$ cat src/rtl/fetch_unit.sv
`timescale 1ns/1ps
// fetch_unit: instruction fetch stage feeding decode.
// Owns the PC and drives a word address into a synchronous instruction memory
// that has 1-cycle read latency. Fetched words are returned through a 2-entry
// buffer (head = presented word, tail = next word), so a decode stall never
// drops a word that is still in flight. The stage supports branch redirect
// with flush, and it stops fetching once a HALT word has been captured.
// Ports:
//   Clk, Reset           rising-edge clock, synchronous active-high reset
//   MemAddr / MemInst    word address out / read data in (one cycle later)
//   RedirectValid/PC     redirect request and target word address
//   InstValid/InstReady  handshake to decode; InstOut/InstPC carry the head word
//   Halted               set once decode has accepted a HALT word
module fetch_unit #(
    parameter int unsigned MEM_DEPTH   = 1024,
    parameter logic [31:0] RESET_PC    = 32'd0,
    parameter logic [7:0]  HALT_OPCODE = 8'h0F
) (
    input  logic        Clk,
    input  logic        Reset,
    output logic [31:0] MemAddr,
    input  logic [31:0] MemInst,
    input  logic        RedirectValid,
    input  logic [31:0] RedirectPC,
    output logic        InstValid,
    input  logic        InstReady,
    output logic [31:0] InstOut,
    output logic [31:0] InstPC,
    output logic        Halted
);

    localparam int unsigned AW = (MEM_DEPTH > 1) ? $clog2(MEM_DEPTH) : 1;

    logic [AW-1:0] pc;
    logic [AW-1:0] inflight_pc;
    logic          inflight;
    logic          stop;
    logic          halted_q;

    // Two-entry buffer; the head registers double as the output registers.
    logic [31:0]   head_inst;
    logic [AW-1:0] head_pc;
    logic [31:0]   tail_inst;
    logic [AW-1:0] tail_pc;
    logic [1:0]    count;

    logic          pop;
    logic          push;
    logic          halt_capture;
    logic          issue;
    logic [1:0]    count_after_pop;
    logic [2:0]    occupancy;

    // The redirect target uses only the low address bits (wraps modulo depth).
    logic          unused_redirect_hi;
    assign unused_redirect_hi = ^RedirectPC[31:AW];

    // Handshake and issue decisions for this edge.
    always_comb begin
        pop             = (count != 2'd0) && InstReady;
        push            = inflight && !RedirectValid;
        halt_capture    = inflight && (MemInst[31:24] == HALT_OPCODE);
        count_after_pop = count - 2'(pop);
        // An issue is allowed only if the buffer will have room when the word lands.
        occupancy       = 3'(count) + 3'(inflight) - 3'(pop);
        issue           = !stop && !RedirectValid && !halt_capture && (occupancy < 3'd2);
    end

    // PC, in-flight tracking, buffer and halt state.
    always_ff @(posedge Clk) begin
        if (Reset) begin
            pc          <= AW'(RESET_PC);
            inflight    <= 1'b0;
            inflight_pc <= '0;
            head_inst   <= '0;
            head_pc     <= '0;
            tail_inst   <= '0;
            tail_pc     <= '0;
            count       <= 2'd0;
            stop        <= 1'b0;
            halted_q    <= 1'b0;
        end else begin
            if (RedirectValid) begin
                // A same-edge pop is still accepted; everything else is flushed.
                count    <= 2'd0;
                pc       <= RedirectPC[AW-1:0];
                stop     <= 1'b0;
                halted_q <= 1'b0;
            end else begin
                if (pop && (head_inst[31:24] == HALT_OPCODE)) begin
                    halted_q <= 1'b1;
                end
                if (pop && (count == 2'd2)) begin
                    head_inst <= tail_inst;
                    head_pc   <= tail_pc;
                end
                if (push) begin
                    if (count_after_pop == 2'd0) begin
                        head_inst <= MemInst;
                        head_pc   <= inflight_pc;
                    end else begin
                        tail_inst <= MemInst;
                        tail_pc   <= inflight_pc;
                    end
                end
                count <= count_after_pop + 2'(push);
                if (halt_capture) begin
                    stop <= 1'b1;
                end
                if (issue) begin
                    inflight_pc <= pc;
                    pc          <= pc + 1'b1;
                end
            end
            inflight <= issue;
        end
    end

    assign MemAddr   = 32'(pc);
    assign InstValid = (count != 2'd0);
    assign InstOut   = head_inst;
    assign InstPC    = 32'(head_pc);
    assign Halted    = halted_q;

endmodule

$ cat config.mk
export PLATFORM = sky130hd
export DESIGN_NAME = fetch_unit
export DESIGN_NICKNAME = d
export VERILOG_FILES = /design/src/rtl/fetch_unit.sv
export SDC_FILE = /design/constraint.sdc
export NUM_CORES = 1
export LEC_CHECK = 0
export ABC_AREA = 1
export BUFFER_PORTS_ARGS = -buffer_cell sky130_fd_sc_hd__buf_4
export CORE_ASPECT_RATIO = 0.6
export CORE_MARGIN = 5
export CORE_UTILIZATION = 55
export CTS_CLUSTER_SIZE = 28
export DETAILED_ROUTE_END_ITERATION = 16
export GPL_TIMING_DRIVEN = 0
export PLACE_DENSITY = 0.84
export SLEW_MARGIN = 20
export SYNTH_ARGS = -nofsm -noshare
export SYNTH_HDL_FRONTEND = slang
export SYNTH_SLANG_ARGS = --single-unit
$ cat constraint.sdc
create_clock -name Clk -period 6.96 [get_ports Clk]
set_clock_uncertainty 0.2 [all_clocks]
set_input_delay 0.696 -clock Clk [delete_from_list [all_inputs] [get_ports Clk]]
set_output_delay 0.696 -clock Clk [all_outputs]
set_load 0.01 [all_outputs]
# After elaboration in Yosys (flattened, before gate mapping)
# Index checks and enable logic that the tools add are counted.
dict set report word_totals {
  inputBits 68
  reg_bits 109
}
dict set report op_classes {
  n_lt_le_gt_ge 1
  reduce_logical 17
  n_mux 8
  addsub 5
  eq_ne 3
  n_bitwise 2
}
# operator n
set ops {}
lappend ops {{$mux W32} 3}
lappend ops {{$mux W10} 5}
lappend ops {{$eq A8 B4 Y1 const B} 2}
lappend ops {{$add A10 B1 Y10 const B} 1}
lappend ops {{$logic_and A1 B1 Y1} 8}
lappend ops {{$reduce_bool A2 Y1} 2}
lappend ops {{$add A2 B1 Y3} 1}
lappend ops {{$logic_not A1 Y1} 3}
lappend ops {{$lt A3 B2 Y1 const B} 1}
lappend ops {{$reduce_and A3 Y1} 1}
lappend ops {{$sub A3 B1 Y3} 1}
lappend ops {{$add A2 B1 Y2} 1}
lappend ops {{$eq A2 B2 Y1 const B} 1}
lappend ops {{$logic_not A2 Y1} 1}
lappend ops {{$not A1 Y1} 2}
lappend ops {{$reduce_and A2 Y1} 1}
lappend ops {{$reduce_or A2 Y1} 1}
lappend ops {{$sub A2 B1 Y2} 1}

# Depth between registers and ports, before layout
# Gate-level depths: netlist (run 1).
dict set report logic_depth {
  ltp_word 7
  mapped_depth 15
  mapped_depth_nobuf 15
}

# Worst setup path after synthesis (run 1)
# No wires, ideal clock.
dict set report synth_timing {
  path_type {input -> register}
  start {input port InstReady}
  end {register pc[9]}
  path_slack_ns 4.266
  arrival_ns 2.385
  path_stages 14
  n_path_buf 1
  t_required_ns 6.650
  path_cell_list {inv_1 > a21oi_1 > ha_1 > inv_1 > nand2_1 > fa_1 > nand2_1 > nor2_1 > nand3_2 > buf_2 > nand3_1 > nand3_1 > nand2_1 > inv_1}
}
dict set report synth_via {
  elab_chain_cells 5
}
# item line_no
set synth_lines {}
lappend synth_lines {{start: declaration} 26} ;# input logic InstReady,
lappend synth_lines {{$logic_and A1 B1 Y1} 60} ;# pop = (count != 2'd0) && InstReady;
lappend synth_lines {{$sub A3 B1 Y3} 65} ;# occupancy = 3'(count) + 3'(inflight) - 3'(pop);
lappend synth_lines {{$lt A3 B2 Y1} 66} ;# issue = !stop && !RedirectValid && !halt_capture && (occupancy < 3'd2);
lappend synth_lines {{$logic_and A1 B1 Y1} 66}
lappend synth_lines {{$reduce_bool A2 Y1 (no line)} --}
lappend synth_lines {{end signal: assignment} 72} ;# pc <= AW'(RESET_PC);
lappend synth_lines {{end signal: assignment} 86} ;# pc <= RedirectPC[AW-1:0];
lappend synth_lines {{end signal: assignment} 112} ;# pc <= pc + 1'b1;
lappend synth_lines {{end: declaration} 34} ;# logic [AW-1:0] pc;
# Every way passes these cells.
# A chain may end at the register's enable or synchronous reset.

# Worst setup path in the final report (run 1)
dict set report layout_timing {
  start {register count[1]}
  end {register inflight_pc[5]}
}
dict set report layout_via {
  elab_chain_cells 6
  elab_cells_between_ends 7
  classes_between {2 x add/sub; 1 x order compare; 4 x reduce/logical}
}
# item line_no
set layout_lines {}
lappend layout_lines {{start: declaration} 45} ;# logic [1:0] count;
lappend layout_lines {{start signal: assignment} 106} ;# count <= count_after_pop + 2'(push);
lappend layout_lines {{parallel branches: the longest is 2 deep, another holds $add A2 B1 Y3} --}
lappend layout_lines {{$sub A3 B1 Y3 (*)} 65}
lappend layout_lines {{$lt A3 B2 Y1 (*)} 66}
lappend layout_lines {{$logic_and A1 B1 Y1 (*)} 66}
lappend layout_lines {{$reduce_and A2 Y1 (no line) (*)} --}
lappend layout_lines {{end signal: assignment} 111} ;# inflight_pc <= pc;
lappend layout_lines {{end: declaration} 35} ;# logic [AW-1:0] inflight_pc;
# Mark *: on every way between the ends.

==> results.json, run 1 <==
{
  "status": "completed",
  "synth_cell_types": 32,
  "num_io_pins": 166,
  "clock_latency_ps": 350,
  "routedWlPerCell_microns": 15.2,
  "leakage_nw": 3.10,
  "r2r-end": "inflight_pc[5]",
  "total_power_mw": 1.45,
  "place.gp.congestion": 0.924,
  "synthesis.area_sq_mm": 0.00517,
  "routed_wl_microns": 15200,
  "clock-sinks": 109,
  "reg2reg_from": "count[1]",
  "worst_slack_ps": 4070,
  "dieArea_sq_mm": 0.0115,
  "drt-initial-drc-count": 535,
  "pwr_density_cell_mw_per_mm2": 220,
  "drv_cap": 0,
  "antenna_found_initial": 0,
  "startpoint": "count[1]",
  "timing.final.hold_violations": 0,
  "grtUsageTotal": 0.262,
  "fin_crit_ps": 2890,
  "critical_path.cell_chain": "inv_2 > a21oi_1 > ha_1 > inv_1 > nand2_1 > fa_1 > nand2_1 > nor2_1 > nand3_2 > buf_2 > o21ai_0 > a21oi_1",
  "synth_seq_cells": 109,
  "ant_nets": 0,
  "cts_resized": 0,
  "setup_viol": 0,
  "end_kind": "register",
  "synth_cells": 715,
  "grt_pass1_wl_microns": 24400,
  "core_sq_mm": 0.00916,
  "cp-endpoint": "inflight_pc[5]",
  "drt-pass1-iter-count": 6,
  "path_max_fanout": 10,
  "drive_above_1_share": 0.226,
  "cts_buffer_depth": 2,
  "postCtsHoldBufs": 0,
  "final_max_slew_viol_count": 0,
  "crit_arrival_ps": 2930,
  "reg2regPathDepth": 12,
  "route.detailed.drc": 0,
  "die_w_microns": 135,
  "cpPeakStageDelay_ps": 490,
  "final_nets": 940,
  "hold_path.class": "reg -> reg",
  "num_vias": 5286,
  "cp.required_ps": 7000,
  "grt_pass1_vias": 4882,
  "rows": 27,
  "final_cells": 1002,
  "cts-buffers-inserted": 9,
  "placedCellCount": 986,
  "slowest_stage": "fa_1",
  "dp_slack_ps": 3800,
  "timing.slew.headroom": 0.624,
  "path_clk_slew_ps": 70,
  "nFillCells": 745,
  "grt_max_degree": 17,
  "dp_hpwl_microns": 11300,
  "via_per_inst": 5.28,
  "die_y_microns": 85.1,
  "ys_warn_count": 0,
  "n_antenna_cell": 0,
  "htree_levels": 3,
  "postLayoutCellArea_sq_mm": 0.00656,
  "cts_tree": "built",
  "root_buffer": "clkbuf_16",
  "peakVddDrop_uv": 164,
  "tightestPinTransition_ps": 564,
  "r2r_setup_slack_ps": 4070,
  "rsz0062_at_grt": "no",
  "post-cts-setup-buffers": 0,
  "fmax_mhz": 346,
  "io_buffers": 98,
  "fin_crit_sh": 0.415,
  "start_util": 0.564,
  "final_util": 0.716,
  "cp-start-kind": "register",
  "regArea_sq_mm": 0.00218,
  "multi_input_area_sq_mm": 0.00241,
  "path_class": "reg -> reg",
  "grt_overflow": 0,
  "ys_seq_area_frac": 0.422,
  "syn-mean-instance-area_sq_um": 7.23,
  "hold_slack_ps": 271,
  "placed_cell_area_sq_mm": 0.00623,
  "synthToLayoutAreaGrowth_pct": 26.9,
  "tns_ps": 0
}
[cell type report]
class	count	share of cell area
multi-input cells	519	0.368
flip-flops and latches	109	0.333
repair buffers	98	0.112
plain buffers	89	0.0878
clock buffers	14	0.0448
well taps	130	0.0248
inverters	41	0.0242
clock inverters	2	0.00572
[logic make-up (layout without fill, tap and decap cells)]
family | after synthesis | in the layout | share of synthesized area
AND/OR/NAND/NOR | 286 | 286 | 0.231
AO/OA/AOI/OAI | 177 | 177 | 0.178
buffers and inverters | 130 | 244 | 0.142
flip-flops | 109 | 109 | 0.422
XOR/XNOR | 7 | 7 | 0.0119
adder cells (fa/ha/maj) | 5 | 5 | 0.0136
other | 1 | 44 | 0.000726
[cells in the mapped netlist]
| master | instances | area [sq um] |
|---|---|---|
| o21ai_4 | 1 | 16.3 |
| inv_4 | 2 | 12.5 |
| buf_2 | 19 | 95.1 |
| o211ai_1 | 4 | 30.0 |
| a31oi_1 | 8 | 50.1 |
| buf_1 | 1 | 3.75 |
| dfxtp_1 | 109 | 2180 |
| nand3_2 | 2 | 20.0 |
| inv_2 | 3 | 11.3 |
| inv_1 | 36 | 135 |
| nor2_1 | 76 | 285 |
| o21ai_0 | 96 | 480 |
| nor2_2 | 2 | 12.5 |
| nor2_8 | 1 | 20.0 |
| nor3_1 | 1 | 5.00 |
| buf_4 | 46 | 345 |
| a211oi_1 | 1 | 7.51 |
| buf_6 | 6 | 67.6 |
| fa_1 | 1 | 20.0 |
| clkbuf_1 | 17 | 63.8 |
| xor2_1 | 5 | 43.8 |
| xnor2_1 | 2 | 17.5 |
| nand2_4 | 1 | 11.3 |
| nand3b_1 | 1 | 7.51 |
| nor4_1 | 2 | 12.5 |
| nand3_1 | 46 | 230 |
| nand2_1 | 149 | 559 |
| ha_1 | 4 | 50.1 |
| a21oi_1 | 28 | 140 |
| o21ai_1 | 39 | 195 |
| nand4_1 | 5 | 31.3 |
| conb_1 | 1 | 3.75 |
[layer usage]
metal	wire (microns)	track usage	up-vias
li1	-	-	2554
met1	6610	0.372	2404
met2	6580	0.397	308
met3	1860	0.0746	20
met4	140	0.0586	0
met5	0	0	-
[report_power, final]
| group | switching [mW] | total (mW) | internal (mW) |
|---|---|---|---|
| clock network | 0.226 | 0.554 | 0.328 |
| logic | 0.120 | 0.215 | 0.0950 |
| registers | 0.0251 | 0.677 | 0.652 |
| total | 0.371 | 1.45 | 1.08 |
[worst max-delay path, delay by kind of cell, from the launching register on]
kind                       cells  cell delay, ps
and+or+nand+nor                4             480
adders and majority gates      2             770
buffers and inverters          3             380
DFF                            1             410
AOI/OAI and AO/OA              3             530
[state kept, by name (all words and copies together), names as in the netlist]
| name | cells |
|---|---|
| tail_pc | 10 |
| head_pc | 10 |
| pc | 10 |
| inflight_pc | 10 |
| tail_inst | 32 |
| count | 2 |
| stop | 1 |
| InstOut | 32 |
| inflight | 1 |
| Halted | 1 |
[worst min path at each step]
stage	startpoint	depth (start not counted)	endpoint	slack (ps)
after floorplan	inflight_pc[5]	2	tail_pc[5]	240
after global placement	Halted	2	Halted	240
after detailed placement	inflight_pc[5]	2	tail_pc[5]	260
after CTS	inflight_pc[5]	2	tail_pc[5]	270
after global routing	inflight_pc[9]	2	tail_pc[9]	290
final	inflight_pc[5]	2	tail_pc[5]	270
[cells in the final DEF, fill, tap and decap left out, types with 6 or more instances in the layout]
cell / count
nand2_1: 149
buf_4: 144
dfxtp_1: 109
o21ai_0: 96
nor2_1: 76
nand3_1: 46
conb_1: 44
o21ai_1: 39
inv_1: 36
a21oi_1: 28
buf_2: 19
clkbuf_1: 17
clkbuf_16: 9
a31oi_1: 8
buf_6: 6
Power figures use the tool's default switching activity.
==> run 2, diff against run 1 <==
--- a/config.mk
+++ b/config.mk
@@ -9,11 +9,11 @@
 export BUFFER_PORTS_ARGS = -buffer_cell sky130_fd_sc_hd__buf_4
 export CORE_ASPECT_RATIO = 0.6
 export CORE_MARGIN = 5
-export CORE_UTILIZATION = 55
+export CORE_UTILIZATION = 46
 export CTS_CLUSTER_SIZE = 28
 export DETAILED_ROUTE_END_ITERATION = 16
 export GPL_TIMING_DRIVEN = 0
-export PLACE_DENSITY = 0.84
+export PLACE_DENSITY = 0.75
 export SLEW_MARGIN = 20
 export SYNTH_ARGS = -nofsm -noshare
 export SYNTH_HDL_FRONTEND = slang
==> constraint.sdc (replaced) <==
create_clock -name Clk -period 2.45 [get_ports Clk]
set_clock_uncertainty 0.2 [all_clocks]
set_input_delay 0.245 -clock Clk [delete_from_list [all_inputs] [get_ports Clk]]
set_output_delay 0.245 -clock Clk [all_outputs]
set_load 0.01 [all_outputs]
==> run 2 against run 1 <==
- the flow now finishes with violations (setup timing)
- total power rose to 3.0 times the previous value
- sequential power grew to 2.8 times the previous value
- worst hold slack worse by 230 ps
- combinational power grew to 3.4 times the previous value
- routed wire length grew 6.7%
- highest routed layer unchanged
- core utilization is 6.2 points lower
- via count rose by 1.7%
==> results.json, run 2 (synthesized netlist as in run 1, its figures left out) <==
{
  "status": "finished, violations left",
  "violations": "setup timing",
  "drv_cap": 0,
  "timing.final.hold_violations": 0,
  "clock_latency_ps": 350,
  "path_class": "reg -> reg",
  "final_util": 0.654,
  "grt_pass1_wl_microns": 26000,
  "peakVddDrop_uv": 429,
  "synthToLayoutAreaGrowth_pct": 41.1,
  "route.detailed.drc": 0,
  "end_kind": "register",
  "cp-start-kind": "register",
  "rows": 30,
  "place.gp.congestion": 0.856,
  "htree_levels": 3,
  "crit_arrival_ps": 2540,
  "total_power_mw": 4.31,
  "final_cell_mix": "164 x buf_4, 146 x nand2_1, 107 x dfxtp_1",
  "drive_above_1_share": 0.259,
  "start_util": 0.463,
  "grt_max_degree": 18,
  "holdPathEnd": "pc[3]",
  "drt-pass1-iter-count": 5,
  "pwr_density_cell_mw_per_mm2": 591,
  "path_max_fanout": 6,
  "clock-sinks": 109,
  "layout_commonest_cell": "buf_4",
  "placed_cell_area_sq_mm": 0.00624,
  "final_cells": 1078,
  "cts-buffers-inserted": 9,
  "timing.slew.headroom": 0.624,
  "leakage_nw": 3.41,
  "tns_ps": -181,
  "final_max_slew_viol_count": 0,
  "grtUsageTotal": 0.237,
  "r2r_setup_slack_ps": -40,
  "num_io_pins": 166,
  "cpPeakStageDelay_ps": 500,
  "fin_crit_sh": 1.02,
  "r2r-end": "pc[8]",
  "io_buffers": 98,
  "cp_common_cell": "nand2_1",
  "tightestPinTransition_ps": 563,
  "grt_overflow": 0,
  "min_path_cells": 5,
  "dp_slack_ps": -325,
  "drt-initial-drc-count": 563,
  "final_nets": 1002,
  "cp.required_ps": 2500,
  "reg2reg_from": "count[1]",
  "grt_pass1_vias": 5028,
  "reg2regPathDepth": 14,
  "setup_viol": 8,
  "fin_crit_ps": 2490,
  "root_buffer": "clkbuf_16",
  "dp_hpwl_microns": 11100,
  "hp-start": "RedirectPC[3]",
  "hold_slack_ps": 40.7,
  "via_per_inst": 4.99,
  "startpoint": "count[1]",
  "antenna_found_initial": 1,
  "critical_path.cell_chain": "inv_2 > a21oi_2 > ha_1 > inv_2 > nand2_2 > fa_1 > nand2_2 > nor2_4 > nand3_4 > buf_6 > nand3_2 > nand2_1 > nand2_1 > nand2_1",
  "fmax_mhz": 401,
  "die_y_microns": 92.1,
  "dieArea_sq_mm": 0.0135,
  "path_clk_slew_ps": 70,
  "worst_slack_ps": -42.8,
  "critPathTopFamily": "adder cells",
  "postLayoutCellArea_sq_mm": 0.00729,
  "routedWlPerCell_microns": 15.0,
  "slowest_stage": "fa_1",
  "cts_tree": "built",
  "placedCellCount": 1000,
  "die_w_microns": 147,
  "cts_buffer_depth": 2,
  "num_vias": 5377,
  "crit_buf_inv": 3,
  "core_sq_mm": 0.0111,
  "rsz0062_at_grt": "yes",
  "hold_path.class": "in -> reg",
  "ant_nets": 0,
  "routed_wl_microns": 16200
}
run 2: changes by cell type in the layout (fill, tap and decap cells not counted), sizes merged:
cell	change
buf	+19
clkinv	+3
clkinvlp	-1
clkbuf	-3
dlygate4sd3	+41
bufinv	+2
diode	+1
run 2: per-layer routing:
layer  global-route usage  part of all wire
met1                0.351              0.48
met2                0.350              0.42
met3               0.0538             0.090
met4               0.0509            0.0075
met5                    0                 0
run 2: how the worst max path moves through the flow:
stage,end,depth (start not counted)
floorplan,pc[9],14
global placement,inflight_pc[9],12
detailed placement,inflight_pc[9],12
CTS,tail_inst[21],13
global route,pc[8],14
finish,pc[8],14
run 2: timing repair:
action / 4_1_cts / 5_1_grt
setup buffers: 16 / 5
resized for setup: 33 / 24
gates cloned: 1 / 0
hold buffers: 41 / 0
endpoints found under the setup margin: 105 / 106
endpoints found under the hold margin: 66 / 0
pin swaps: 9 / 13
run 2: worst register-to-register path, cell delays in order, from the launching register on:
cell	delay (ps)
dfxtp_2	340
inv_2	40
a21oi_2	160
ha_1	290
inv_2	80
nand2_2	50
fa_1	500
nand2_2	70
nor2_4	130
nand3_4	140
buf_6	170
nand3_2	60
nand2_1	50
nand2_1	60
nand2_1	60
run 2: layout make-up:
cell class | instances | area (sq um)
inverter | 41 | 159
tap | 144 | 180
clock buffer | 9 | 225
timing repair buffer | 160 | 1310
buffer | 89 | 609
fill | 970 | 3860
clock inverter | 6 | 113
antenna | 1 | 2.50
multi-input combinational | 519 | 2510
sequential | 109 | 2180
run 2: where the power goes:
| part | switching (mW) | leakage (nW) | total [mW] | internal (mW) |
|---|---|---|---|---|
| Clock | 0.660 | 0.165 | 1.66 | 0.995 |
| Combinational | 0.379 | 2.36 | 0.731 | 0.352 |
| Sequential | 0.0725 | 0.887 | 1.92 | 1.85 |
| Total | 1.11 | 3.41 | 4.31 | 3.20 |
